==> src/rtl/riscv_pkg.sv <==
// Shared RV64 core types and constants used by the fetch stage.
package riscv_pkg;

    localparam int unsigned XLEN = 64;
    localparam int unsigned ILEN = 32;

    localparam logic [ILEN-1:0] NOP_INSTR = 32'h0000_0013;

    typedef enum logic [1:0] {
        S_REQ,
        S_WAIT,
        S_HOLD
    } fetch_state_t;

    // PC/instruction pair handed to the IF/ID buffer
    typedef struct packed {
        logic [XLEN-1:0] pc;
        logic [ILEN-1:0] instr;
    } if_payload_t;

endpackage

==> src/rtl/fetch_unit_if.sv <==
// Instruction-memory request/response handshake between fetch and imem.
interface fetch_unit_if;

    logic                           imem_req;
    logic [riscv_pkg::XLEN-1:0]     imem_addr;
    logic                           imem_ready;
    logic                           imem_rvalid;
    logic [riscv_pkg::ILEN-1:0]     imem_rdata;

    modport master (
        output imem_req,
        output imem_addr,
        input  imem_ready,
        input  imem_rvalid,
        input  imem_rdata
    );

    modport slave (
        input  imem_req,
        input  imem_addr,
        output imem_ready,
        output imem_rvalid,
        output imem_rdata
    );

endinterface

==> src/rtl/fetch_pc_reg.sv <==
// Fetch PC register with redirect / +4 / hold next-PC selection.
module fetch_pc_reg
    import riscv_pkg::*;
#(
    parameter logic [XLEN-1:0] RESET_PC = '0
) (
    input  logic            clk,
    input  logic            rst_n,
    input  logic            redirect_valid,
    input  logic [XLEN-1:0] redirect_pc,
    input  logic            advance,
    output logic [XLEN-1:0] pc_q
);

    logic [XLEN-1:0] pc_d;

    // Redirect wins; low two bits are dropped since there is no C extension
    always_comb begin
        pc_d = pc_q;
        if (redirect_valid) begin
            pc_d = redirect_pc & ~XLEN'(3);
        end else if (advance) begin
            pc_d = pc_q + XLEN'(4);
        end
    end

    always_ff @(posedge clk or negedge rst_n) begin
        if (!rst_n) begin
            pc_q <= RESET_PC;
        end else begin
            pc_q <= pc_d;
        end
    end

endmodule

==> src/rtl/fetch_unit.sv <==
// Instruction-fetch stage: owns the PC, fetches from imem and feeds IF/ID,
// handling downstream stall, redirect flush and stale-response discard.
module fetch_unit
    import riscv_pkg::*;
#(
    parameter logic [XLEN-1:0] RESET_PC = 64'h0
) (
    input  logic              clk,
    input  logic              rst_n,
    fetch_unit_if.master      imem,
    input  logic              id_stall,
    input  logic              redirect_valid,
    input  logic [XLEN-1:0]   redirect_pc,
    output logic              if_valid,
    output logic [ILEN-1:0]   if_instr,
    output logic [XLEN-1:0]   if_pc
);

    fetch_state_t state_q, state_d;
    logic         discard_q, discard_d;
    logic         req_q;
    logic         valid_q, valid_d;
    if_payload_t  out_q, out_d;
    logic         advance;
    logic         issue_c;
    logic         xfer_c;
    logic [XLEN-1:0] pc_q;

    assign issue_c = req_q && imem.imem_ready;
    assign xfer_c  = valid_q && !id_stall;

    fetch_pc_reg #(
        .RESET_PC (RESET_PC)
    ) u_pc (
        .clk            (clk),
        .rst_n          (rst_n),
        .redirect_valid (redirect_valid),
        .redirect_pc    (redirect_pc),
        .advance        (advance),
        .pc_q           (pc_q)
    );

    always_comb begin
        state_d   = state_q;
        discard_d = discard_q;
        valid_d   = valid_q;
        out_d     = out_q;
        advance   = 1'b0;

        unique case (state_q)
            S_REQ: begin
                if (issue_c) begin
                    state_d   = S_WAIT;
                    discard_d = redirect_valid;
                end
            end
            S_WAIT: begin
                if (imem.imem_rvalid) begin
                    discard_d = 1'b0;
                    if (redirect_valid || discard_q) begin
                        state_d = S_REQ;
                    end else if (valid_q && id_stall) begin
                        // Output still occupied: drop the word, refetch this PC after transfer
                        state_d = S_HOLD;
                    end else begin
                        state_d   = S_REQ;
                        advance   = 1'b1;
                        valid_d   = 1'b1;
                        out_d.pc  = pc_q;
                        out_d.instr = imem.imem_rdata;
                    end
                end else if (redirect_valid) begin
                    discard_d = 1'b1;
                end
            end
            S_HOLD: begin
                if (redirect_valid || xfer_c) begin
                    state_d = S_REQ;
                end
            end
            default: begin
                state_d = S_REQ;
            end
        endcase

        if (redirect_valid || (!advance && xfer_c)) begin
            valid_d     = 1'b0;
            out_d.instr = NOP_INSTR;
        end
    end

    always_ff @(posedge clk or negedge rst_n) begin
        if (!rst_n) begin
            state_q   <= S_REQ;
            discard_q <= 1'b0;
            req_q     <= 1'b0;
            valid_q   <= 1'b0;
            out_q     <= '{pc: '0, instr: NOP_INSTR};
        end else begin
            state_q   <= state_d;
            discard_q <= discard_d;
            req_q     <= (state_d == S_REQ);
            valid_q   <= valid_d;
            out_q     <= out_d;
        end
    end

    assign imem.imem_req  = req_q;
    assign imem.imem_addr = pc_q;
    assign if_valid       = valid_q;
    assign if_instr       = out_q.instr;
    assign if_pc          = out_q.pc;

endmodule

==> src/flat_wrapper.sv <==
// flat-port wrapper written by rule: the top's interface ports become plain ports
module fetch_unit_flat import riscv_pkg::*;
#(
    parameter logic [XLEN-1:0] RESET_PC = 64'h0
)
  (clk, rst_n, id_stall, redirect_valid, redirect_pc, if_valid, if_instr, if_pc, imem_imem_req, imem_imem_addr, imem_imem_ready, imem_imem_rvalid, imem_imem_rdata);
  fetch_unit_if imem_i ();
  input  logic clk;
  input  logic rst_n;
  input  logic id_stall;
  input  logic redirect_valid;
  input  logic [XLEN-1:0] redirect_pc;
  output logic if_valid;
  output logic [ILEN-1:0] if_instr;
  output logic [XLEN-1:0] if_pc;
  output wire logic [$bits(imem_i.imem_req)-1:0] imem_imem_req;
  output wire logic [$bits(imem_i.imem_addr)-1:0] imem_imem_addr;
  input wire logic [$bits(imem_i.imem_ready)-1:0] imem_imem_ready;
  input wire logic [$bits(imem_i.imem_rvalid)-1:0] imem_imem_rvalid;
  input wire logic [$bits(imem_i.imem_rdata)-1:0] imem_imem_rdata;
  assign imem_imem_req = imem_i.imem_req;
  assign imem_imem_addr = imem_i.imem_addr;
  assign imem_i.imem_ready = imem_imem_ready;
  assign imem_i.imem_rvalid = imem_imem_rvalid;
  assign imem_i.imem_rdata = imem_imem_rdata;
  fetch_unit #(.RESET_PC(RESET_PC)) u_core (.clk(clk), .rst_n(rst_n), .imem(imem_i), .id_stall(id_stall), .redirect_valid(redirect_valid), .redirect_pc(redirect_pc), .if_valid(if_valid), .if_instr(if_instr), .if_pc(if_pc));
endmodule
==> config.mk <==
export PLATFORM = sky130hd
export DESIGN_NAME = fetch_unit_flat
export DESIGN_NICKNAME = d
export VERILOG_FILES = /design/src/rtl/riscv_pkg.sv /design/src/rtl/fetch_unit_if.sv /design/src/rtl/fetch_pc_reg.sv /design/src/rtl/fetch_unit.sv /design/src/flat_wrapper.sv
export SDC_FILE = /design/constraint.sdc
export NUM_CORES = 1
export LEC_CHECK = 0
export BUFFER_PORTS_ARGS = -buffer_cell sky130_fd_sc_hd__buf_2
export CAP_MARGIN = 20
export CORE_MARGIN = 1.5
export CORE_UTILIZATION = 35
export CTS_CLUSTER_DIAMETER = 40
export DETAILED_ROUTE_END_ITERATION = 7
export SLEW_MARGIN = 25
export SYNTH_ARGS = -nofsm -noshare
export SYNTH_HDL_FRONTEND = slang
export SYNTH_SLANG_ARGS = --single-unit
==> constraint.sdc <==
create_clock -name clk -period 6.68 [get_ports clk]
set_clock_uncertainty 0.15 [all_clocks]
set_input_delay 1.336 -clock clk [delete_from_list [all_inputs] [get_ports clk]]
set_output_delay 1.336 -clock clk [all_outputs]
set_load 0.05 [all_outputs]
==> flow_summary.toml, run 1 <==
[synthesis]
synthCells = 836
seq_area_frac_synth_pct = 52.7
yosys_most_used_dff = "dfrtp_1"
yosysWarnings = 0
synthArstFlopShare_pct = 100
ys_ff_latch = 161
synth.avg_cell_area_sq_um = 9.16
ys_types = 57
synth_area_sq_mm = 0.00766
synth_edf_count = 0

[setup_path]
endpoint_kind = "flop"
cp_num_cells = 6
crit_buf_inv = 1
reg2regPathDepth = 5
critPathTopFamily = "simple AND/OR/NAND/NOR gates"
crit_arrival_ns = 3.78
cpMostUsedCell = "o31a_1"
cp.required_ns = 6.84
path_cells = "buf_2 > nand4bb_1 > or4_1 > or4_4 > o31a_1 > o31a_1"
worstSetupStartpointType = "primary input"
worst-path-max-fanout = 11
slowest_stage = "or4_1"
critical-path-max-stage-delay_ns = 0.79
crit_type = "primary input to flop"

[clock_network]
cts_hold_buf = 0
post-cts-setup-buffers = 0
clk-insertion-delay-late_ns = 0.43
ctsResizeCount = 0
cts.clk_slew.worst_paths_ns = 0.06
cts_root_buffer = "clkbuf_16"
numCtsBuffers = 17
cts_buffer_depth = 2
cts_tree = "yes"
ctsHtreeMaxLevel = 4
cts.sinks = 161

[floorplan]
rows = 53
dieHeight_microns = 151
core_area_sq_mm = 0.0212
die_area_sq_mm = 0.0228
die_x_microns = 151
floorplan.initialDensity_pct = 36.1
io_pins = 264

[routing]
dr.pass1.iters = 5
drt-met1-wl_mm = 10.5
routed_wl_mm = 24.2
vias_per_cell = 5.21
ant_nets = 0
dr_wl_met2_mm = 11.1
routed-wl-met3_mm = 2.28
top_layer_used = "met5"
via_count = 7089
drc = 0
drtIter0Drc = 532
wire_per_inst_microns = 17.8

[global_route]
grt_pass1_vias = 6725
grt_max_degree = 72
grtUsageTotal_pct = 21.4
grt_pass1_wl_mm = 37.3
grt_antenna_before_repair = 5
overflow = 0

[sta]
worst_slew_pin_slew_ns = 0.922
setup_tns_ns = 0
maxSlewViolCount = 0
setup_violations = 0
finalHoldViolations = 0
min_period_over_period_pct = 54.2
max_slew_margin_pct = 37.9
fmax_ghz = 0.276
fin_crit_ns = 3.62
layout_setup_ws_ns = 3.06
rsz0062_at_grt = "false"

[hold_path]
hold_path.class = "flop to flop"
holdPathStages = 2

[final_layout]
layout_commonest_cell = "buf_2"
final_nets = 1172
n_fill_cell = 2164
layout_common_cells = "buf_2 (255), nand2_1 (245), dfrtp_1 (158), o21ai_0 (43), nand3_1 (37)"
final_layout_size_suffix_gt1_share_pct = 29.1
syn2layout_area_growth_pct = 28.1

[placed_design]
portBuffers = 257
globalplace.congestion = 0.808
dpl_worst_slack_ns = 2.61
dp_hpwl_mm = 17.1

[flow_run]
cap_violations = 0

[power]
vdd_drop_max_mv = 0.252
power.density_mw_per_mm2 = 405
p_leak_nw = 4.75
finalPower_mw = 3.97

[status]
status = "finished, final reports clean"
[kinds of logic (layout without fill, tap and decap cells)]
family	Yosys count	in the layout	share of synthesized area, %
xor gates and xnor gates	31	31	3.55
and+or+nand+nor	454	454	28.5
buffers and inverters	64	307	3.35
DFF	161	161	52.7
muxes	4	4	0.556
AOI/OAI and AO/OA	120	120	11.2
adders and majority gates	1	1	0.163
other	1	8	0.0490
[registers in the layout (all words and copies together) (netlist names)]
name,cells
u_core.state_q,2
u_core.if_instr,32
u_core.if_pc,62
u_core.if_valid,1
u_core.discard_q,1
u_core.u_pc.pc_q,62
u_core.imem.imem_req,1
[per-layer routing]
metal | vias up | track usage (%)
li1 | 3404 | -
met4 | 4 | 4.95
met2 | 252 | 34.1
met5 | - | 0
met1 | 3407 | 28.2
met3 | 22 | 7.05
[tightest hold or removal path, cell delays in order (launching register included)]
cell     delay [ns]
dfrtp_1        0.34
nand2_1        0.05
nand2_1        0.05
[metrics by stage]
step	hold slack (ns)	instance area (sq um)	util, %	std cells
global placement	0.302	9170	43.2	1325
CTS	0.324	9800	46.2	1357
global route	0.347	9810	46.2	1359
detailed placement	0.308	9170	43.2	1325
floorplan	0.299	7670	-	839
finish	0.318	9810	46.2	1361
[cell usage after synthesis, types with 3 or more instances]
cell type / instances / share of area (%)
a22oi_1: 4 / 0.39
nor2_1: 29 / 1.4
o211ai_1: 7 / 0.69
nor2b_1: 8 / 0.65
nand4_1: 26 / 2.1
buf_1: 7 / 0.34
xnor2_1: 24 / 2.7
or3_1: 7 / 0.57
and2_1: 8 / 0.65
buf_4: 4 / 0.39
and3_1: 6 / 0.49
or4_1: 14 / 1.4
inv_1: 10 / 0.49
clkbuf_1: 41 / 2.0
nor4_1: 21 / 1.7
a311oi_1: 3 / 0.34
and4_1: 14 / 1.6
dfstp_2: 3 / 1.0
o31a_1: 4 / 0.46
xor2_1: 7 / 0.80
nand3_1: 38 / 2.5
a31oi_1: 6 / 0.49
o21ai_0: 43 / 2.8
nor3_1: 18 / 1.2
a22o_1: 29 / 3.3
nand4b_1: 3 / 0.34
a21oi_1: 4 / 0.26
or2_2: 4 / 0.33
a221o_1: 7 / 0.92
dfrtp_1: 158 / 52
o22a_1: 3 / 0.34
nand2_1: 245 / 12
[layout make-up]
type	count	area [sq um]	area share, %
Multi-Input combinational cell	614	3400	34.7
Timing Repair Buffer	264	1350	13.7
Tap cell	275	344	3.51
Clock buffer	18	439	4.48
Sequential cell	161	4030	41.1
Inverter	11	41.3	0.421
Antenna cell	4	10.0	0.102
Clock inverter	14	191	1.95
[where the power goes]
group	internal (mW)	switching, mW
logic	0.322	1.19
clock network	0.613	0.447
registers	1.22	0.181
[path summary, 6_finish.rpt]
| check | from | endpoint | slack [ns] |
|---|---|---|---|
| worst max-delay path | imem_imem_rvalid | u_core.u_pc.pc_q[59] | 3.06 |
| worst min-delay path | u_core.if_pc[28] | u_core.if_pc[28] | 0.32 |
| worst max register to register | u_core.discard_q | u_core.u_pc.pc_q[59] | 3.56 |
| worst min register to register | u_core.if_pc[28] | u_core.if_pc[28] | 0.32 |
| max in group asynchronous | rst_n | u_core.u_pc.pc_q[12] | 4.51 |
| min in group asynchronous | rst_n | u_core.if_pc[39] | 0.65 |
(Power assumes the default switching activity.)
==> run 2, diff against run 1 <==
==> constraint.sdc (replaced) <==
create_clock -name clk -period 3.6 [get_ports clk]
set_clock_uncertainty 0.15 [all_clocks]
set_input_delay 0.72 -clock clk [delete_from_list [all_inputs] [get_ports clk]]
set_output_delay 0.72 -clock clk [all_outputs]
set_load 0.05 [all_outputs]
==> flow_summary.toml, run 2 (synthesis gave the netlist of run 1 again) <==
[power]
internal-power_mw = 3.91
combPwrFrac_pct = 38.9
vdd_drop_max_mv = 0.529
power.density_mw_per_mm2 = 735
finalPower_mw = 7.29
clockPowerShare_pct = 25.6
netSwitchingFraction_pct = 46.4
p_sw_mw = 3.38
p_seq_share_pct = 35.5
p_leak_nw = 4.83

[clock_network]
cts.clk_slew.worst_paths_ns = 0.07
cts_root_buffer = "clkbuf_16"
numCtsBuffers = 17
cts_hold_buf = 0
ctsHtreeMaxLevel = 4
ctsResizeCount = 0
cts_buffer_depth = 2
post-cts-setup-buffers = 0
cts_tree = "yes"
clk-insertion-delay-late_ns = 0.43
cts.sinks = 161

[global_route]
grt_use_met1_pct = 28.5
grtUsageTotal_pct = 21.8
grt_pass1_vias = 6771
use_met3_pct = 7.26
grt_antenna_before_repair = 5
gr-usage-met2_pct = 35.0
grt.busiest_layer = "met2"
overflow = 0
grt_pass1_wl_mm = 37.8
grt_max_degree = 67

[status]
status = "finished, final reports clean"

[setup_path]
endpoint_kind = "flop"
cpMostUsedCell = "o31a_1"
crit_type = "flop to flop"
critical-path-max-stage-delay_ns = 0.59
slowest_stage = "or4_4"
worst-path-max-fanout = 15
crit_arrival_ns = 3.02
path_cells = "nand4_2 > or4_1 > buf_4 > or4_4 > o31a_1 > o31a_1"
worstSetupStartpointType = "flop"
cp.required_ns = 3.76
r2r_slack_ns = 0.74

[sta]
layout_setup_ws_ns = 0.738
rsz0062_at_grt = "false"
hold_ws_ns = 0.164
worst_slew_pin_slew_ns = 0.783
finalHoldViolations = 0
fmax_ghz = 0.349
setup_violations = 0
setup_tns_ns = 0
max_slew_margin_pct = 47.3
min_period_over_period_pct = 79.5
maxSlewViolCount = 0
fin_crit_ns = 2.86

[flow_run]
cap_violations = 0

[routing]
dr.pass1.iters = 5
via_count = 7086
drtIter0Drc = 424
wire_per_inst_microns = 17.9
ant_nets = 0
routed_wl_mm = 24.6
drc = 0
vias_per_cell = 5.14

[final_layout]
final_nets = 1190
final_layout_size_suffix_gt1_share_pct = 30.3
utilization_pct = 46.8
syn2layout_area_growth_pct = 29.6
layout_common_cells = "buf_2 (255), nand2_1 (245), dfrtp_1 (158), o21ai_0 (43), nand3_1 (37)"
layout_commonest_cell = "buf_2"

[placed_design]
dp_hpwl_mm = 17.8
portBuffers = 257
dpl_worst_slack_ns = 0.512
globalplace.congestion = 0.819

[hold_path]
hold_path.class = "primary input to async pin"

[floorplan]
io_pins = 264
floorplan.initialDensity_pct = 36.1
rows = 53
dieHeight_microns = 151
core_area_sq_mm = 0.0212
die_x_microns = 151
die_area_sq_mm = 0.0228
==> run 2: final timing paths <==
check                                    start                    to  depth (start not counted)
max                        u_core.u_pc.pc_q[6]  u_core.u_pc.pc_q[59]                          6
min                                      rst_n      u_core.if_pc[39]                          1
max reg2reg                u_core.u_pc.pc_q[6]  u_core.u_pc.pc_q[59]                          6
min reg2reg                   u_core.if_pc[45]      u_core.if_pc[45]                          2
max in group asynchronous                rst_n   u_core.if_instr[18]                          2
min in group clk              u_core.if_pc[45]      u_core.if_pc[45]                          2
==> run 2: area by class of cell <==
class / count / area, sq um
Clock buffer: 17 / 425
Fill cell: 2122 / 11300
Multi-Input combinational cell: 614 / 3400
Sequential cell: 161 / 4030
Inverter: 11 / 41.3
Tap cell: 275 / 344
Timing Repair Buffer: 282 / 1500
Clock inverter: 15 / 171
Antenna cell: 3 / 7.51
==> run 2: worst max-delay path, delay by kind of cell (launching register included) <==
family	cells	cell delay, ns
AND/OR/NAND/NOR	3	1.32
AO/OA/AOI/OAI	2	0.56
flip-flops	1	0.49
buffers and inverters	1	0.21
==> run 2: metrics by stage <==
step                instances  instance area, sq um
global route             1377                  9920
floorplan                 839                  7670
finish                   1378                  9920
global placement         1343                  9320
detailed placement       1343                  9320
CTS                      1375                  9910
==> run 2: power groups by stage <==
stage / Combinational (mW) / Sequential [mW] / Clock [mW]
6_report: 2.83 / 2.59 / 1.87
3_5_place_dp: 2.87 / 2.61 / 0
2_1_floorplan: 0.539 / 4.13 / 0
3_3_place_gp: 2.85 / 2.60 / 0
4_1_cts: 2.87 / 2.59 / 1.92
5_1_grt: 3.03 / 2.65 / 1.99
==> run 2: per-layer routing <==
metal  routed length (microns)  part of all wire (%)
met1                     10700                    44
met2                     11600                    47
met3                      2040                   8.3
met4                       219                  0.89
met5                        27                  0.11
